$ cat config.mk
export PLATFORM = sky130hd
export DESIGN_NAME = blockram_bus_arbiter_flat
export DESIGN_NICKNAME = d
export VERILOG_FILES = /design/src/rtl/blockram_bus_arbiter_if.sv /design/src/rtl/blockram_bus_arbiter.sv /design/src/flat_wrapper.sv
export SDC_FILE = /design/constraint.sdc
export NUM_CORES = 1
export LEC_CHECK = 0
export CELL_PAD_IN_SITES_DETAIL_PLACEMENT = 1
export CELL_PAD_IN_SITES_GLOBAL_PLACEMENT = 2
export CORE_MARGIN = 5
export CORE_UTILIZATION = 26
export DETAILED_ROUTE_END_ITERATION = 6
export PLACE_DENSITY_LB_ADDON = 0.1
export SLEW_MARGIN = 20
export SYNTH_ARGS = -nofsm -noshare
export SYNTH_HDL_FRONTEND = slang
export SYNTH_SLANG_ARGS = --single-unit
$ cat constraint.sdc
create_clock -name clk -period 8.64 [get_ports clk]
set_input_delay 1.728 -clock clk [delete_from_list [all_inputs] [get_ports clk]]
set_output_delay 1.728 -clock clk [all_outputs]
set_load 0.01 [all_outputs]
$ cat src/rtl/blockram_bus_arbiter_if.sv
// blockram_bus_arbiter_if
// Bundles the two requesting masters and the asynchronous memory bus.
// The memory bus uses address/data strobes and an active-low DTACK.
//   m<n>_req/adr/rwn/be/wdata : request side of master n (rwn=1 is a read,
//                               be[3] enables the byte at the aligned address)
//   m<n>_ack/err/rdata        : completion pulses and read data back to master n
//   ADR_OUT/DATA_OUT          : address and write data presented to memory
//   ASn/RWn/UDS/LDS/UDS2/LDS2 : memory strobes, all active-low except RWn
//   DATA_IN/DTACK             : read data and active-low acknowledge from memory
//   busy                      : arbiter is not idle
// Modport slave is the arbiter's view. Modport master is the view of whatever
// drives the requests and models the memory.
interface blockram_bus_arbiter_if;
  logic        m0_req;
  logic [31:0] m0_adr;
  logic        m0_rwn;
  logic [3:0]  m0_be;
  logic [31:0] m0_wdata;
  logic        m0_ack;
  logic        m0_err;
  logic [31:0] m0_rdata;

  logic        m1_req;
  logic [31:0] m1_adr;
  logic        m1_rwn;
  logic [3:0]  m1_be;
  logic [31:0] m1_wdata;
  logic        m1_ack;
  logic        m1_err;
  logic [31:0] m1_rdata;

  logic [31:0] ADR_OUT;
  logic [31:0] DATA_OUT;
  logic        ASn;
  logic        RWn;
  logic        UDS;
  logic        LDS;
  logic        UDS2;
  logic        LDS2;
  logic [31:0] DATA_IN;
  logic        DTACK;
  logic        busy;

  modport slave (
    input  m0_req, m0_adr, m0_rwn, m0_be, m0_wdata,
    output m0_ack, m0_err, m0_rdata,
    input  m1_req, m1_adr, m1_rwn, m1_be, m1_wdata,
    output m1_ack, m1_err, m1_rdata,
    output ADR_OUT, DATA_OUT, ASn, RWn, UDS, LDS, UDS2, LDS2,
    input  DATA_IN, DTACK,
    output busy
  );

  modport master (
    output m0_req, m0_adr, m0_rwn, m0_be, m0_wdata,
    input  m0_ack, m0_err, m0_rdata,
    output m1_req, m1_adr, m1_rwn, m1_be, m1_wdata,
    input  m1_ack, m1_err, m1_rdata,
    input  ADR_OUT, DATA_OUT, ASn, RWn, UDS, LDS, UDS2, LDS2,
    output DATA_IN, DTACK,
    input  busy
  );
endinterface

$ cat src/rtl/blockram_bus_arbiter.sv
// blockram_bus_arbiter
// Arbitrates two masters onto one asynchronous memory bus using round-robin.
// The bus has an address strobe and four active-low byte strobes. Memory
// completes a cycle by pulling DTACK low.
// A granted request is copied into holding registers. The copy drives the bus
// for the whole access, so the master's inputs may change during the access.
// An access ends when DTACK is seen low (ack), or after TIMEOUT cycles without
// DTACK (err). The arbiter then waits in RECOVER until DTACK is released.
// Ports:
//   clk   : single clock, rising edge
//   reset : asynchronous active-high reset
//   bus   : blockram_bus_arbiter_if.slave (master handshakes, memory bus, busy)
module blockram_bus_arbiter #(
  parameter int TIMEOUT = 16
) (
  input  logic                  clk,
  input  logic                  reset,
  blockram_bus_arbiter_if.slave bus
);

  localparam int               CNT_W     = $clog2(TIMEOUT + 1);
  localparam logic [CNT_W-1:0] CNT_LIMIT = CNT_W'(TIMEOUT);
  localparam logic [CNT_W-1:0] CNT_MAX   = {CNT_W{1'b1}};
  localparam logic [CNT_W-1:0] CNT_ONE   = CNT_W'(1);
  localparam logic [CNT_W-1:0] CNT_ZERO  = {CNT_W{1'b0}};

  typedef enum logic [1:0] {
    ST_IDLE    = 2'd0,
    ST_ACCESS  = 2'd1,
    ST_RECOVER = 2'd2
  } state_t;

  state_t           state_r;
  state_t           state_next_s;
  // last_grant_r is the master last granted. During an access it is also the
  // master being served.
  logic             last_grant_r;
  logic [31:0]      adr_r;
  logic [31:0]      wdata_r;
  logic             rwn_r;
  logic [3:0]       be_r;
  logic [CNT_W-1:0] cnt_r;
  logic [CNT_W-1:0] cnt_next_s;
  logic [CNT_W-1:0] cnt_inc_s;

  logic             asn_r;
  logic             rwn_out_r;
  logic [3:0]       strb_r;       // {UDS, LDS, UDS2, LDS2}
  logic             busy_r;
  logic             m0_ack_r;
  logic             m0_err_r;
  logic             m1_ack_r;
  logic             m1_err_r;
  logic [31:0]      m0_rdata_r;
  logic [31:0]      m1_rdata_r;

  logic             load_s;
  logic             gnt_sel_s;
  logic             ack_s;
  logic             err_s;
  logic [31:0]      sel_adr_s;
  logic [31:0]      sel_wdata_s;
  logic             sel_rwn_s;
  logic [3:0]       sel_be_s;
  logic             rwn_hold_next_s;
  logic [3:0]       be_hold_next_s;
  logic             asn_next_s;
  logic             rwn_out_next_s;
  logic [3:0]       strb_next_s;

  // Saturating increment of the access-cycle counter (it never wraps)
  always_comb begin
    cnt_inc_s = cnt_r;
    if (cnt_r != CNT_MAX) begin
      cnt_inc_s = cnt_r + CNT_ONE;
    end else begin
      cnt_inc_s = cnt_r;
    end
  end

  // Next-state, grant selection and completion decode
  always_comb begin
    state_next_s = state_r;
    load_s       = 1'b0;
    gnt_sel_s    = last_grant_r;
    ack_s        = 1'b0;
    err_s        = 1'b0;
    cnt_next_s   = cnt_r;
    case (state_r)
      ST_IDLE: begin
        if (bus.m0_req || bus.m1_req) begin
          load_s       = 1'b1;
          state_next_s = ST_ACCESS;
          cnt_next_s   = CNT_ZERO;
          // On a tie, the master that was not granted last wins
          if (bus.m0_req && bus.m1_req) begin
            gnt_sel_s = ~last_grant_r;
          end else if (bus.m1_req) begin
            gnt_sel_s = 1'b1;
          end else begin
            gnt_sel_s = 1'b0;
          end
        end else begin
          state_next_s = ST_IDLE;
        end
      end
      ST_ACCESS: begin
        if (!bus.DTACK) begin
          ack_s        = 1'b1;
          state_next_s = ST_RECOVER;
        end else if (cnt_inc_s >= CNT_LIMIT) begin
          err_s        = 1'b1;
          state_next_s = ST_RECOVER;
          cnt_next_s   = cnt_inc_s;
        end else begin
          cnt_next_s   = cnt_inc_s;
        end
      end
      ST_RECOVER: begin
        if (bus.DTACK) begin
          state_next_s = ST_IDLE;
        end else begin
          state_next_s = ST_RECOVER;
        end
      end
      default: begin
        state_next_s = ST_IDLE;
      end
    endcase
  end

  // Request fields of the master selected for grant
  always_comb begin
    sel_adr_s   = bus.m0_adr;
    sel_wdata_s = bus.m0_wdata;
    sel_rwn_s   = bus.m0_rwn;
    sel_be_s    = bus.m0_be;
    if (gnt_sel_s) begin
      sel_adr_s   = bus.m1_adr;
      sel_wdata_s = bus.m1_wdata;
      sel_rwn_s   = bus.m1_rwn;
      sel_be_s    = bus.m1_be;
    end else begin
      sel_adr_s   = bus.m0_adr;
      sel_wdata_s = bus.m0_wdata;
      sel_rwn_s   = bus.m0_rwn;
      sel_be_s    = bus.m0_be;
    end
  end

  // Bus strobe values for the next cycle, decoded from the next state so
  // that the registered strobes line up with the state register
  always_comb begin
    rwn_hold_next_s = load_s ? sel_rwn_s : rwn_r;
    be_hold_next_s  = load_s ? sel_be_s  : be_r;
    asn_next_s      = 1'b1;
    rwn_out_next_s  = 1'b1;
    strb_next_s     = 4'b1111;
    if (state_next_s == ST_ACCESS) begin
      asn_next_s     = 1'b0;
      rwn_out_next_s = rwn_hold_next_s;
      if (rwn_hold_next_s) begin
        strb_next_s = 4'b0000;
      end else begin
        strb_next_s = ~be_hold_next_s;
      end
    end else begin
      asn_next_s     = 1'b1;
      rwn_out_next_s = 1'b1;
      strb_next_s    = 4'b1111;
    end
  end

  // State, holding registers, bus strobes and per-master completion registers
  always_ff @(posedge clk or posedge reset) begin
    if (reset) begin
      state_r      <= ST_IDLE;
      last_grant_r <= 1'b1;
      adr_r        <= 32'h0000_0000;
      wdata_r      <= 32'h0000_0000;
      rwn_r        <= 1'b1;
      be_r         <= 4'b0000;
      cnt_r        <= CNT_ZERO;
      asn_r        <= 1'b1;
      rwn_out_r    <= 1'b1;
      strb_r       <= 4'b1111;
      busy_r       <= 1'b0;
      m0_ack_r     <= 1'b0;
      m0_err_r     <= 1'b0;
      m1_ack_r     <= 1'b0;
      m1_err_r     <= 1'b0;
      m0_rdata_r   <= 32'h0000_0000;
      m1_rdata_r   <= 32'h0000_0000;
    end else begin
      state_r   <= state_next_s;
      cnt_r     <= cnt_next_s;
      busy_r    <= (state_next_s != ST_IDLE);
      asn_r     <= asn_next_s;
      rwn_out_r <= rwn_out_next_s;
      strb_r    <= strb_next_s;
      // Holding registers load only on the grant edge
      if (load_s) begin
        last_grant_r <= gnt_sel_s;
        adr_r        <= sel_adr_s;
        wdata_r      <= sel_wdata_s;
        rwn_r        <= sel_rwn_s;
        be_r         <= sel_be_s;
      end
      m0_ack_r <= ack_s & ~last_grant_r;
      m1_ack_r <= ack_s &  last_grant_r;
      m0_err_r <= err_s & ~last_grant_r;
      m1_err_r <= err_s &  last_grant_r;
      if (ack_s && rwn_r && !last_grant_r) begin
        m0_rdata_r <= bus.DATA_IN;
      end
      if (ack_s && rwn_r && last_grant_r) begin
        m1_rdata_r <= bus.DATA_IN;
      end
    end
  end

  assign bus.ADR_OUT  = adr_r;
  assign bus.DATA_OUT = wdata_r;
  assign bus.ASn      = asn_r;
  assign bus.RWn      = rwn_out_r;
  assign bus.UDS      = strb_r[3];
  assign bus.LDS      = strb_r[2];
  assign bus.UDS2     = strb_r[1];
  assign bus.LDS2     = strb_r[0];
  assign bus.busy     = busy_r;
  assign bus.m0_ack   = m0_ack_r;
  assign bus.m0_err   = m0_err_r;
  assign bus.m0_rdata = m0_rdata_r;
  assign bus.m1_ack   = m1_ack_r;
  assign bus.m1_err   = m1_err_r;
  assign bus.m1_rdata = m1_rdata_r;

endmodule

$ cat src/flat_wrapper.sv
// flat-port wrapper written by rule: the top's interface ports become plain ports
module blockram_bus_arbiter_flat 
#(
  parameter int TIMEOUT = 16
)
  (clk, reset, bus_m0_req, bus_m0_adr, bus_m0_rwn, bus_m0_be, bus_m0_wdata, bus_m0_ack, bus_m0_err, bus_m0_rdata, bus_m1_req, bus_m1_adr, bus_m1_rwn, bus_m1_be, bus_m1_wdata, bus_m1_ack, bus_m1_err, bus_m1_rdata, bus_ADR_OUT, bus_DATA_OUT, bus_ASn, bus_RWn, bus_UDS, bus_LDS, bus_UDS2, bus_LDS2, bus_DATA_IN, bus_DTACK, bus_busy);
  blockram_bus_arbiter_if bus_i ();
  input  logic clk;
  input  logic reset;
  input wire logic [$bits(bus_i.m0_req)-1:0] bus_m0_req;
  input wire logic [$bits(bus_i.m0_adr)-1:0] bus_m0_adr;
  input wire logic [$bits(bus_i.m0_rwn)-1:0] bus_m0_rwn;
  input wire logic [$bits(bus_i.m0_be)-1:0] bus_m0_be;
  input wire logic [$bits(bus_i.m0_wdata)-1:0] bus_m0_wdata;
  output wire logic [$bits(bus_i.m0_ack)-1:0] bus_m0_ack;
  output wire logic [$bits(bus_i.m0_err)-1:0] bus_m0_err;
  output wire logic [$bits(bus_i.m0_rdata)-1:0] bus_m0_rdata;
  input wire logic [$bits(bus_i.m1_req)-1:0] bus_m1_req;
  input wire logic [$bits(bus_i.m1_adr)-1:0] bus_m1_adr;
  input wire logic [$bits(bus_i.m1_rwn)-1:0] bus_m1_rwn;
  input wire logic [$bits(bus_i.m1_be)-1:0] bus_m1_be;
  input wire logic [$bits(bus_i.m1_wdata)-1:0] bus_m1_wdata;
  output wire logic [$bits(bus_i.m1_ack)-1:0] bus_m1_ack;
  output wire logic [$bits(bus_i.m1_err)-1:0] bus_m1_err;
  output wire logic [$bits(bus_i.m1_rdata)-1:0] bus_m1_rdata;
  output wire logic [$bits(bus_i.ADR_OUT)-1:0] bus_ADR_OUT;
  output wire logic [$bits(bus_i.DATA_OUT)-1:0] bus_DATA_OUT;
  output wire logic [$bits(bus_i.ASn)-1:0] bus_ASn;
  output wire logic [$bits(bus_i.RWn)-1:0] bus_RWn;
  output wire logic [$bits(bus_i.UDS)-1:0] bus_UDS;
  output wire logic [$bits(bus_i.LDS)-1:0] bus_LDS;
  output wire logic [$bits(bus_i.UDS2)-1:0] bus_UDS2;
  output wire logic [$bits(bus_i.LDS2)-1:0] bus_LDS2;
  input wire logic [$bits(bus_i.DATA_IN)-1:0] bus_DATA_IN;
  input wire logic [$bits(bus_i.DTACK)-1:0] bus_DTACK;
  output wire logic [$bits(bus_i.busy)-1:0] bus_busy;
  assign bus_i.m0_req = bus_m0_req;
  assign bus_i.m0_adr = bus_m0_adr;
  assign bus_i.m0_rwn = bus_m0_rwn;
  assign bus_i.m0_be = bus_m0_be;
  assign bus_i.m0_wdata = bus_m0_wdata;
  assign bus_m0_ack = bus_i.m0_ack;
  assign bus_m0_err = bus_i.m0_err;
  assign bus_m0_rdata = bus_i.m0_rdata;
  assign bus_i.m1_req = bus_m1_req;
  assign bus_i.m1_adr = bus_m1_adr;
  assign bus_i.m1_rwn = bus_m1_rwn;
  assign bus_i.m1_be = bus_m1_be;
  assign bus_i.m1_wdata = bus_m1_wdata;
  assign bus_m1_ack = bus_i.m1_ack;
  assign bus_m1_err = bus_i.m1_err;
  assign bus_m1_rdata = bus_i.m1_rdata;
  assign bus_ADR_OUT = bus_i.ADR_OUT;
  assign bus_DATA_OUT = bus_i.DATA_OUT;
  assign bus_ASn = bus_i.ASn;
  assign bus_RWn = bus_i.RWn;
  assign bus_UDS = bus_i.UDS;
  assign bus_LDS = bus_i.LDS;
  assign bus_UDS2 = bus_i.UDS2;
  assign bus_LDS2 = bus_i.LDS2;
  assign bus_i.DATA_IN = bus_DATA_IN;
  assign bus_i.DTACK = bus_DTACK;
  assign bus_busy = bus_i.busy;
  blockram_bus_arbiter #(.TIMEOUT(TIMEOUT)) u_core (.clk(clk), .reset(reset), .bus(bus_i));
endmodule
# After elaboration in Yosys (flattened, before gate mapping)
# Cells that the tools add are included.
# totals
regBits	152
latchBits	0
mem_bits_rw	0
rom_bits	0
inputBits	175
out_inout_bits	139
wordCells	71
mem_count	0
# op_classes
add_sub_neg	1
mul	0
div	0
order_cmp	1
n_eq_ne	6
n_shift	0
n_mux	30
bitwise_logic	6
reduce_logical	10
# ops
op	count
2-to-1 mux 32 bit	2
2-to-1 mux 1 bit	16
2-to-1 mux 4 bit	4
2-to-1 mux 5 bit	3
case mux 5 bit (2 select lines)	1
2-to-1 mux 2 bit	3
case mux 2 bit (3 select lines)	1
adder 5 x 1 -> 5 bit, second input constant	1
greater-or-equal comparator 5 bit, second input constant	1
inequality test 5 bit, second input constant	1
bitwise AND 1 bit	4
equality test 2 x 1 -> 1 bit, second input constant	2
logical AND 1 bit	4
NOT 4 bit	1
nonzero test 2 bit	2
AND reduction 3 bit	1
equality test 2 bit, second input constant	1
logical NOT 2 bit	1
inequality test 2 x 1 -> 1 bit, second input constant	1
inequality test 2 bit, second input constant	1
logical NOT 1 bit	1
logical OR 1 bit	1
NOT 1 bit	1

# Longest topological paths before layout
# Gate-level depths: netlist of run 1.
# depth
depth_word	9
mapped_depth	7
depth_no_buf	5

# Worst setup path before layout of run 1
# No wires, ideal clock.
# synth_timing
path_type	input to register
startpoint	input bus_m1_req
endpoint	register u_core.be_r[0]
setup_time_ns	0.125
arrival_ns	2.698
required_ns	8.515
slack_ns	5.817
path_stages	5
n_path_buf	0
path_cell_list	nor3b_2 -> o21ai_2 -> inv_4 -> mux2_4 -> mux2_2
# synth_via
elab_chain_cells	6
elab_cells_between_ends	10
classes_between	8 x mux; 2 x reduce/logical
# synth_rtl
item	line	source
start: declaration	flat_wrapper.sv:18	input wire logic [$bits(bus_i.m1_req)-1:0] bus_m1_req;
2-to-1 mux 1 bit / logical AND 1 bit (equally long branches)	blockram_bus_arbiter.sv:98, blockram_bus_arbiter.sv:96	
2-to-1 mux 1 bit	blockram_bus_arbiter.sv:96	if (bus.m0_req && bus.m1_req) begin
2-to-1 mux 1 bit	blockram_bus_arbiter.sv:91	if (bus.m0_req || bus.m1_req) begin
2-to-1 mux 1 bit	blockram_bus_arbiter.sv:89	case (state_r)
2-to-1 mux 4 bit	blockram_bus_arbiter.sv:138	if (gnt_sel_s) begin
2-to-1 mux 4 bit *	--	
net u_core.be_hold_next_s[0]	blockram_bus_arbiter.sv:66	logic [3:0] be_hold_next_s;
end signal: assignment	blockram_bus_arbiter.sv:207	be_r <= sel_be_s;
end: declaration	blockram_bus_arbiter.sv:41	logic [3:0] be_r;
# The timed path passes the listed nets; every way through them passes the cells marked *.
# A chain may end at the register's enable or synchronous reset.

# Final worst setup path of run 1
# layout_timing
startpoint	input bus_m0_req
endpoint	register u_core.strb_r[3]
# layout_via
elab_chain_cells	9
elab_cells_between_ends	17
classes_between	1 x eq/ne; 13 x mux; 1 x bitwise; 2 x reduce/logical
# layout_rtl
item	line	source
start: declaration	flat_wrapper.sv:10	input wire logic [$bits(bus_i.m0_req)-1:0] bus_m0_req;
logical AND 1 bit	blockram_bus_arbiter.sv:96	
2-to-1 mux 1 bit	blockram_bus_arbiter.sv:96	
2-to-1 mux 1 bit	blockram_bus_arbiter.sv:91	
2-to-1 mux 1 bit	blockram_bus_arbiter.sv:89	
2-to-1 mux 4 bit	blockram_bus_arbiter.sv:138	
2-to-1 mux 4 bit	blockram_bus_arbiter.sv:155	be_hold_next_s = load_s ? sel_be_s : be_r;
NOT 4 bit	blockram_bus_arbiter.sv:165	strb_next_s = ~be_hold_next_s;
2-to-1 mux 4 bit	blockram_bus_arbiter.sv:162	if (rwn_hold_next_s) begin
2-to-1 mux 4 bit *	blockram_bus_arbiter.sv:159	if (state_next_s == ST_ACCESS) begin
net u_core.strb_next_s[3]	blockram_bus_arbiter.sv:69	logic [3:0] strb_next_s;
end signal: assignment	blockram_bus_arbiter.sv:200	strb_r <= strb_next_s;
end: declaration	blockram_bus_arbiter.sv:48	logic [3:0] strb_r;
# Marks and branches as above.

==> results of run 1 <==
==> flip-flops by register name (all words and copies together), names as in the netlist, 2 cells and up <==
name	flops
u_core.bus.ADR_OUT	32
u_core.bus.m0_rdata	32
u_core.cnt_r	5
u_core.bus.m1_rdata	32
u_core.strb_r	4
u_core.be_r	4
u_core.state_r	2
u_core.bus.DATA_OUT	32
==> Yosys cell counts, types with 2 or more instances <==
cell type and number:
and3b_1 2, buf_1 3, clkbuf_1 10, buf_6 5, mux2_2 9, dfstp_2 8
buf_4 5, dfrtp_1 144, mux2_4 63, nor2_1 69, o21a_1 2, buf_2 11
o221ai_1 4, nand2_1 133, a31oi_1 66, o21ai_0 3, inv_1 3, buf_12 3
o211ai_1 2
==> per-layer routing <==
| layer | global-route usage [%] | vias up | share of wire (%) |
|---|---|---|---|
| li1 | - | 2542 | - |
| met3 | 7.73 | 25 | 11 |
| met2 | 25.1 | 221 | 46 |
| met4 | 4.80 | 0 | 2.0 |
| met5 | 0 | - | 0 |
| met1 | 18.1 | 2619 | 41 |
==> power breakdown <==
part,internal (mW),switching (mW)
Combinational,1.06,0.892
Clock,0.472,0.343
Sequential,1.08,0.206
==> logic make-up after synthesis <==
group | Yosys count | synth area share [%]
mux | 73 | 16.0
simple gates | 218 | 13.6
xor+xnor | 2 | 0.266
buf+inv | 41 | 4.17
fa+ha+maj | 1 | 0.190
compound gates | 81 | 7.91
flops | 152 | 57.8
==> critical path: cells and delay by family <==
kind	cells	cell delay [ns]
compound gates	3	0.87
buf+inv	3	1.63
simple gates	1	0.20
==> area by class of cell <==
type | count | area [sq um] | area share, %
antenna | 2 | 5.00 | 0.0473
clock buffer | 18 | 429 | 4.06
clock inverter | 14 | 208 | 1.96
inverter | 4 | 22.5 | 0.213
multi-input combinational | 375 | 2530 | 23.9
sequential | 152 | 3810 | 36.1
tap | 330 | 413 | 3.90
timing repair buffer | 316 | 3160 | 29.8
==> through the flow <==
stage                     std cells  setup slack (ns)  instance area, sq um  utilization (%)  power (mW)
after floorplan                 568              2.83                  6600                -        2.31
after global placement         1177              4.09                  9930             39.5        3.23
after detailed placement       1177              4.01                  9930             39.5        3.28
after CTS                      1209              4.46                 10600             42.1        4.13
after global routing           1211              4.26                 10600             42.1        4.34
final                          1211              4.49                 10600             42.1        4.04
==> final timing paths <==
| path | start | endpoint | depth (start not counted) |
|---|---|---|---|
| worst min-delay path | u_core.be_r[1]$_DFF_PP0_ | u_core.strb_r[1]$_DFF_PP1_ | 1 |
| worst min register to register | u_core.be_r[1]$_DFF_PP0_ | u_core.strb_r[1]$_DFF_PP1_ | 1 |
| max in group asynchronous | reset | u_core.bus.m0_rdata[30]$_DFFE_PP0P_ | 3 |
| worst max register to register | u_core.last_grant_r$_DFFE_PP1N_ | u_core.strb_r[3]$_DFF_PP1_ | 6 |
| min in group asynchronous | reset | u_core.bus.m1_rdata[27]$_DFFE_PP0P_ | 2 |
| worst max-delay path | bus_m0_req | u_core.strb_r[3]$_DFF_PP1_ | 7 |
==> metrics.cfg, run 1 <==
[status]
status=complete, no violations

[grt]
grt_pass1_wl_um=34900
grt_pass1_vias=6072
antenna_found_initial=2
grt_overflow=0
grt_max_degree=89
grt_usage_pct=15.5

[worst_setup_path]
critical_path_class=in -> reg
slowest_stage=buf_4
arrival_ns=4.46
cp-start-kind=primary input
worstPathRequired_ns=8.95
path_cells=clkdlybuf4s50_1, nand4bb_1, o21ai_4, buf_4, inv_4, o211ai_1, o221ai_1
endpoint_kind=flip-flop
slowest_delay_ns=0.62
cp_max_fo=69
rrSetupSlack_ns=5.68

[detailed_routing]
vias_per_cell=4.46
wire_per_inst_um=18.7
dr.pass1.iters=4
drtIter0Drc=209
wl_um=22700
ant_nets=0
drc=0
vias=5407

[logic_synthesis]
yosysWarnings=0
async_reset_ff_share_pct=100
syn_inst=568
avgSynthCellArea_sq_um=11.6
synth_ff_type=dfrtp_1
yosysTopAreaCell=dfrtp_1
ys_types=42
synth_edf_count=0
netlist.area_leader.share_pct=54.6
synth-seq-area-share_pct=57.8
synthTopCellsByArea=dfrtp_1 (55%), mux2_4 (14%), nand2_1 (7.6%), a31oi_1 (6.3%), nor2_1 (3.9%)
syn_area_sq_um=6600
synth-seq-cells=152
syn-num-nets=744

[clock_tree]
clock-sinks=152
clock_latency_ns=0.42
h-tree-depth=4
clock_path_buffers=2
clk_pin_slew_worst_paths_ns=0.06
post_cts_buffers=0
cts_root_buf=clkbuf_16
cts_tree=done
cts_made_buffers=17
cts_resized=0
postCtsHoldBufs=0

[sta]
finalMaxSlewViolations=0
fin_crit_ns=4.15
holdWs_ns=0.459
post-route-period-util_pct=48.0
setup_tns_ns=0
maxSlewHeadroom_pct=41.9
hold_viol=0
grt_setup_unrepaired=false
worstMarginPinSlew_ns=0.871
setup_violations=0
fin_skew_ns=0.00699
fmax_mhz=241

[floorplanning]
fp.dieW_um=169
fp.dieH_um=169
rows=58
dieArea_sq_um=28700
core_region_area_sq_um=25100
start_util_pct=26.3
io_pins=314

[power_and_ir_drop]
p_per_area_nw_per_um2=383
vdd_drop_max_mv=0.148
p_leak_nw=4.49

[cells_and_area]
synthToLayoutAreaGrowth_pct=60.3
final_common_cell=clkdlybuf4s50_1
final_nets=1042
layout_common_cells=clkdlybuf4s50_1 (313), dfrtp_1 (144), nand2_1 (133)
num-fill-cells=2734
drive_above_1_share_pct=14.2

[worst_hold_path]
hold_path_class=reg -> reg

[place]
dp_hpwl_um=16400
place.gp.congestion=0.790
port_buffers=313

[run]
cap_viol_max_count=0

Note: power is estimated with default switching activity, not from simulation.
==> run 2, diff against run 1 <==
--- a/config.mk
+++ b/config.mk
@@ -8,7 +8,7 @@
 export CELL_PAD_IN_SITES_DETAIL_PLACEMENT = 1
 export CELL_PAD_IN_SITES_GLOBAL_PLACEMENT = 2
 export CORE_MARGIN = 5
-export CORE_UTILIZATION = 26
+export CORE_UTILIZATION = 25
 export DETAILED_ROUTE_END_ITERATION = 6
 export PLACE_DENSITY_LB_ADDON = 0.1
 export SLEW_MARGIN = 20
==> constraint.sdc (replaced) <==
create_clock -name clk -period 4.3 [get_ports clk]
set_input_delay 0.86 -clock clk [delete_from_list [all_inputs] [get_ports clk]]
set_output_delay 0.86 -clock clk [all_outputs]
set_load 0.01 [all_outputs]
==> metrics.cfg, run 2 (synthesized netlist as in run 1, its figures left out) <==
[sta]
holdWs_ns=0.472  ; +0.0135 ns
worst_slack_ns=1.57  ; -2.93 ns
fin_crit_ns=2.73
fin_skew_ns=0.0126  ; +0.00563 ns
hold_viol=0  ; unchanged
grt_setup_unrepaired=false
setup_violations=0  ; unchanged
finalMaxSlewViolations=0  ; unchanged
maxSlewHeadroom_pct=46.8  ; +4.9 points
setup_tns_ns=0  ; unchanged
post-route-period-util_pct=63.6
worstMarginPinSlew_ns=0.798  ; -0.0730 ns
fmax_mhz=366

[floorplanning]
start_util_pct=25.4  ; -0.89 points
core_region_area_sq_um=26000  ; +3.5%
fp.dieW_um=172  ; +1.9%
rows=59  ; +1.7%
io_pins=314  ; unchanged
fp.dieH_um=172  ; +1.9%
dieArea_sq_um=29700  ; +3.8%

[cells_and_area]
final_common_cell=clkdlybuf4s50_1
layout_common_cells=clkdlybuf4s50_1 (313), dfrtp_1 (144), nand2_1 (133)
utilization_pct=40.8  ; -1.3 points
final_nets=1045  ; +0.29%
finalNonFillerCells=1221  ; +0.83%
synthToLayoutAreaGrowth_pct=60.6
drive_above_1_share_pct=14.5  ; +0.29 points
fin_area_sq_um=10600  ; +0.18%
num-fill-cells=2845  ; +4.1%

[place]
port_buffers=313  ; unchanged
dp_hpwl_um=17000  ; +3.6%
place_ws_ns=1.08  ; -2.93 ns
place.gp.congestion=0.750  ; -5.0%
dpl_cell_area_sq_um=9990  ; +0.66%
dp.cells=1185  ; +0.68%

[clock_tree]
cts_root_buf=clkbuf_16
cts_made_buffers=17  ; unchanged
post_cts_buffers=0  ; unchanged
clock-sinks=152  ; unchanged
cts_tree=done
postCtsHoldBufs=0  ; unchanged
clk_pin_slew_worst_paths_ns=0.06  ; about the same
cts_resized=0  ; unchanged
h-tree-depth=4  ; unchanged
clock_path_buffers=2  ; unchanged
clock_latency_ns=0.42  ; about the same

[power_and_ir_drop]
p_leak_nw=4.49  ; -0.12%
vdd_drop_max_mv=0.367  ; +150%
power_mw=8.04  ; +99%
p_per_area_nw_per_um2=759  ; +98%

[detailed_routing]
dr.pass1.iters=4  ; unchanged
vias=5496  ; +1.6%
ant_nets=0  ; unchanged
drc=0  ; unchanged
vias_per_cell=4.50  ; +0.81%
wl_um=23200  ; +2.3%
wire_per_inst_um=19.0  ; +1.4%
drtIter0Drc=170  ; -19%

[worst_setup_path]
cpMostUsedCell=mux2_2
slowest_stage=buf_4
endpoint_kind=flip-flop
slowest_delay_ns=0.62  ; about the same
crit_family=buffers and inverters
arrival_ns=3.03  ; -1.43 ns
worstPathRequired_ns=4.60  ; -4.35 ns
critical_path_class=in -> reg
r2r_start=u_core.last_grant_r$_DFFE_PP1N_
path_buf_inv=2  ; -1
path_cells=clkdlybuf4s50_1, nand4bb_1, o21ai_4, buf_4, mux2_2, mux2_2
cp-start-kind=primary input
crit_path_start=bus_m0_req
cp_max_fo=65  ; -5.8%

[grt]
antenna_found_initial=1  ; -1
grt_pass1_vias=6090  ; +0.30%
grt_pass1_wl_um=34700  ; -0.69%
grt_max_degree=83  ; -6.7%
grt_usage_pct=15.1  ; -0.45 points
grt_overflow=0  ; unchanged

[worst_hold_path]
hold_path_class=reg -> reg
min-delay-start=u_core.be_r[2]$_DFF_PP0_

[run]
cap_viol_max_count=0  ; unchanged

[status]
status=complete, no violations

[run 2: path summary, 6_finish.rpt]
check | end | slack [ns] | cells after the start
min | u_core.strb_r[2]$_DFF_PP1_ | 0.47 | 1
min in group asynchronous | u_core.bus.ADR_OUT[17]$_DFFE_PP0N_ | 0.82 | 2
max | u_core.be_r[3]$_DFF_PP0_ | 1.57 | 6
max reg2reg | u_core.be_r[3]$_DFF_PP0_ | 1.87 | 5
min reg2reg | u_core.strb_r[2]$_DFF_PP1_ | 0.47 | 1
max in group asynchronous | u_core.strb_r[3]$_DFF_PP1_ | 2.67 | 3
[run 2: where the power goes]
| part | total (mW) | internal (mW) | switching [mW] |
|---|---|---|---|
| clock | 1.50 | 0.824 | 0.680 |
| combinational | 3.96 | 2.14 | 1.82 |
| sequential | 2.58 | 2.16 | 0.416 |
[run 2: final cells by class]
cell class	count	area, sq um	area share [%]
sequential	152	3810	36.0
clock inverter	14	156	1.48
antenna	4	10.0	0.0945
inverter	4	21.3	0.201
clock buffer	18	429	4.05
timing repair buffer	319	3220	30.4
tap	335	419	3.96
multi-input combinational	375	2530	23.9
[run 2: layer usage]
| layer | track usage [%] | share of wire [%] | up-vias |
|---|---|---|---|
| li1 | - | - | 2541 |
| met1 | 17.6 | 39 | 2726 |
| met2 | 24.9 | 48 | 213 |
| met3 | 6.77 | 12 | 16 |
| met4 | 4.72 | 1.3 | 0 |
| met5 | 0 | 0 | - |
==> run 3, diff against run 2 <==
--- a/config.mk
+++ b/config.mk
@@ -8,7 +8,7 @@
 export CELL_PAD_IN_SITES_DETAIL_PLACEMENT = 1
 export CELL_PAD_IN_SITES_GLOBAL_PLACEMENT = 2
 export CORE_MARGIN = 5
-export CORE_UTILIZATION = 25
+export CORE_UTILIZATION = 22
 export DETAILED_ROUTE_END_ITERATION = 6
 export PLACE_DENSITY_LB_ADDON = 0.1
 export SLEW_MARGIN = 20
==> constraint.sdc (replaced) <==
create_clock -name clk -period 2.2 [get_ports clk]
set_input_delay 0.44 -clock clk [delete_from_list [all_inputs] [get_ports clk]]
set_output_delay 0.44 -clock clk [all_outputs]
set_load 0.01 [all_outputs]
==> metrics.cfg, run 3 (synthesized netlist as in run 1, its figures left out) <==
[status]
status=complete, no violations

[power_and_ir_drop]
vdd_drop_max_mv=0.455  ; +24%
p_seq_share_pct=31.0  ; -1.1 points
p_sw_mw=5.71  ; +96%
power_frac_comb_pct=49.7  ; +0.5 points
switching_share_pct=35.2  ; -1.0 points
power_mw=16.2  ; +100%
clkPwrFrac_pct=19.3  ; +0.6 points
p_leak_nw=4.60  ; +2.5%
p_per_area_nw_per_um2=1490  ; +96%
internal_power_mw=10.5  ; +100%

[run]
cap_viol_max_count=0  ; unchanged

[clock_tree]
cts_tree=done
clock_path_buffers=2  ; unchanged
postCtsHoldBufs=0  ; unchanged
clock_latency_ns=0.42  ; about the same
clk_pin_slew_worst_paths_ns=0.06  ; about the same
cts_resized=0  ; unchanged
h-tree-depth=4  ; unchanged
cts_made_buffers=17  ; unchanged
clock-sinks=152  ; unchanged
post_cts_buffers=0  ; unchanged
cts_root_buf=clkbuf_16

[sta]
grt_setup_unrepaired=false
maxSlewHeadroom_pct=66.2  ; +19 points
setup_violations=0  ; unchanged
worstMarginPinSlew_ns=0.505  ; -0.294 ns
worst_slack_ns=0.235  ; -1.33 ns
fmax_mhz=509
finalMaxSlewViolations=0  ; unchanged
post-route-period-util_pct=89.3
holdWs_ns=0.461  ; -0.0110 ns
setup_tns_ns=0  ; unchanged
fin_crit_ns=1.96
hold_viol=0  ; unchanged
fin_skew_ns=0.0158  ; +0.00317 ns

[grt]
grt_pass1_wl_um=35700  ; +3.0%
grt_pass1_vias=6107  ; +0.28%
grt_usage_pct=13.6  ; -1.5 points
antenna_found_initial=3  ; +2
grt_max_degree=71  ; -14%
grt_overflow=0  ; unchanged

[worst_setup_path]
crit_path_start=u_core.strb_r[0]$_DFF_PP1_
crit_family=buffers and inverters
path_buf_inv=1  ; -1
critical_path_class=reg -> out
arrival_ns=1.52  ; -1.51 ns
worstPathRequired_ns=1.76  ; -2.84 ns
cp_max_fo=1  ; -98%
cp-start-kind=flip-flop
slowest_stage=clkdlybuf4s50_1
r2r_start=u_core.last_grant_r$_DFFE_PP1N_
endpoint_kind=output port
path_cells=clkdlybuf4s50_1
slowest_delay_ns=0.60  ; -0.02 ns

[floorplanning]
start_util_pct=22.3  ; -3.1 points
core_region_area_sq_um=29600  ; +14%
fp.dieH_um=183  ; +6.2%
dieArea_sq_um=33500  ; +13%
io_pins=314  ; unchanged
rows=63  ; +6.8%
fp.dieW_um=183  ; +6.2%

[cells_and_area]
finalNonFillerCells=1285  ; +5.2%
final_common_cell=clkdlybuf4s50_1
utilization_pct=36.7  ; -4.1 points
layout_common_cells=clkdlybuf4s50_1 (313), dfrtp_1 (144), nand2_1 (133)
fin_area_sq_um=10900  ; +2.7%
diodes=0  ; -4
final_nets=1059  ; +1.3%
drive_above_1_share_pct=15.9  ; +1.4 points
num-fill-cells=3255  ; +14%
synthToLayoutAreaGrowth_pct=64.9

[detailed_routing]
wl_um=23400  ; +1.0%
ant_nets=0  ; unchanged
wire_per_inst_um=18.2  ; -4.0%
vias=5458  ; -0.69%
drtIter0Drc=182  ; +7.1%
drc=0  ; unchanged
dr.pass1.iters=4  ; unchanged
vias_per_cell=4.25  ; -5.6%

[place]
port_buffers=313  ; unchanged
place_ws_ns=-0.00770  ; -1.09 ns
place.gp.congestion=0.758  ; +1.0%
dpl_cell_area_sq_um=10300  ; +2.7%
dp.cells=1254  ; +5.8%
dp_hpwl_um=17700  ; +4.2%

[worst_hold_path]
min-delay-start=u_core.be_r[0]$_DFF_PP0_
hold_path_class=reg -> reg

## run 3: changes by cell type in the layout (fill, tap and decap cells not counted), moves of 2 or more
cell and delta:
bufinv_16 +2, diode_2 -4, inv_6 +2, buf_4 +6, buf_12 +8, clkinv_4 -3
## run 3: per-layer routing
layer	share of wire, %	wire [um]	global-route usage [%]
met5	0.17	39	0
met1	41	9610	16.0
met3	11	2610	7.18
met4	1.3	297	3.37
met2	46	10900	22.0
## run 3: path summary, 6_finish.rpt
check,endpoint,slack (ns),cells after the start
min in group asynchronous,u_core.bus.m0_ack$_DFF_PP0_,0.49,3
max reg2reg,u_core.bus.DATA_OUT[0]$_DFFE_PP0N_,0.34,5
max in group asynchronous,u_core.bus.m0_rdata[6]$_DFFE_PP0P_,1.28,3
max,bus_LDS2,0.24,1
min reg2reg,u_core.strb_r[0]$_DFF_PP1_,0.46,1
min,u_core.strb_r[0]$_DFF_PP1_,0.46,1
## run 3: power by group through the flow
stage | sequential (mW) | clock (mW) | combinational [mW]
CTS | 5.06 | 3.26 | 8.28
floorplan | 5.55 | 0 | 3.52
finish | 5.03 | 3.12 | 8.06
global placement | 5.00 | 0 | 8.14
detailed placement | 5.09 | 0 | 8.24
global route | 5.21 | 3.37 | 8.75
## run 3: worst reg2reg max path, cell delays in order (launching register included)
cell       delay, ns
dfstp_2         0.64
nand4bb_1       0.22
o21ai_4         0.16
buf_4           0.42
nand2_1         0.15
a31oi_1         0.19
## run 3: area by class of cell
| class | count | area (sq um) | area share [%] |
|---|---|---|---|
| Sequential cell | 152 | 3810 | 35.1 |
| Timing Repair Buffer | 333 | 3420 | 31.5 |
| Multi-Input combinational cell | 375 | 2520 | 23.2 |
| Tap cell | 390 | 488 | 4.49 |
| Clock buffer | 17 | 425 | 3.91 |
| Clock inverter | 14 | 185 | 1.70 |
| Inverter | 4 | 21.3 | 0.196 |
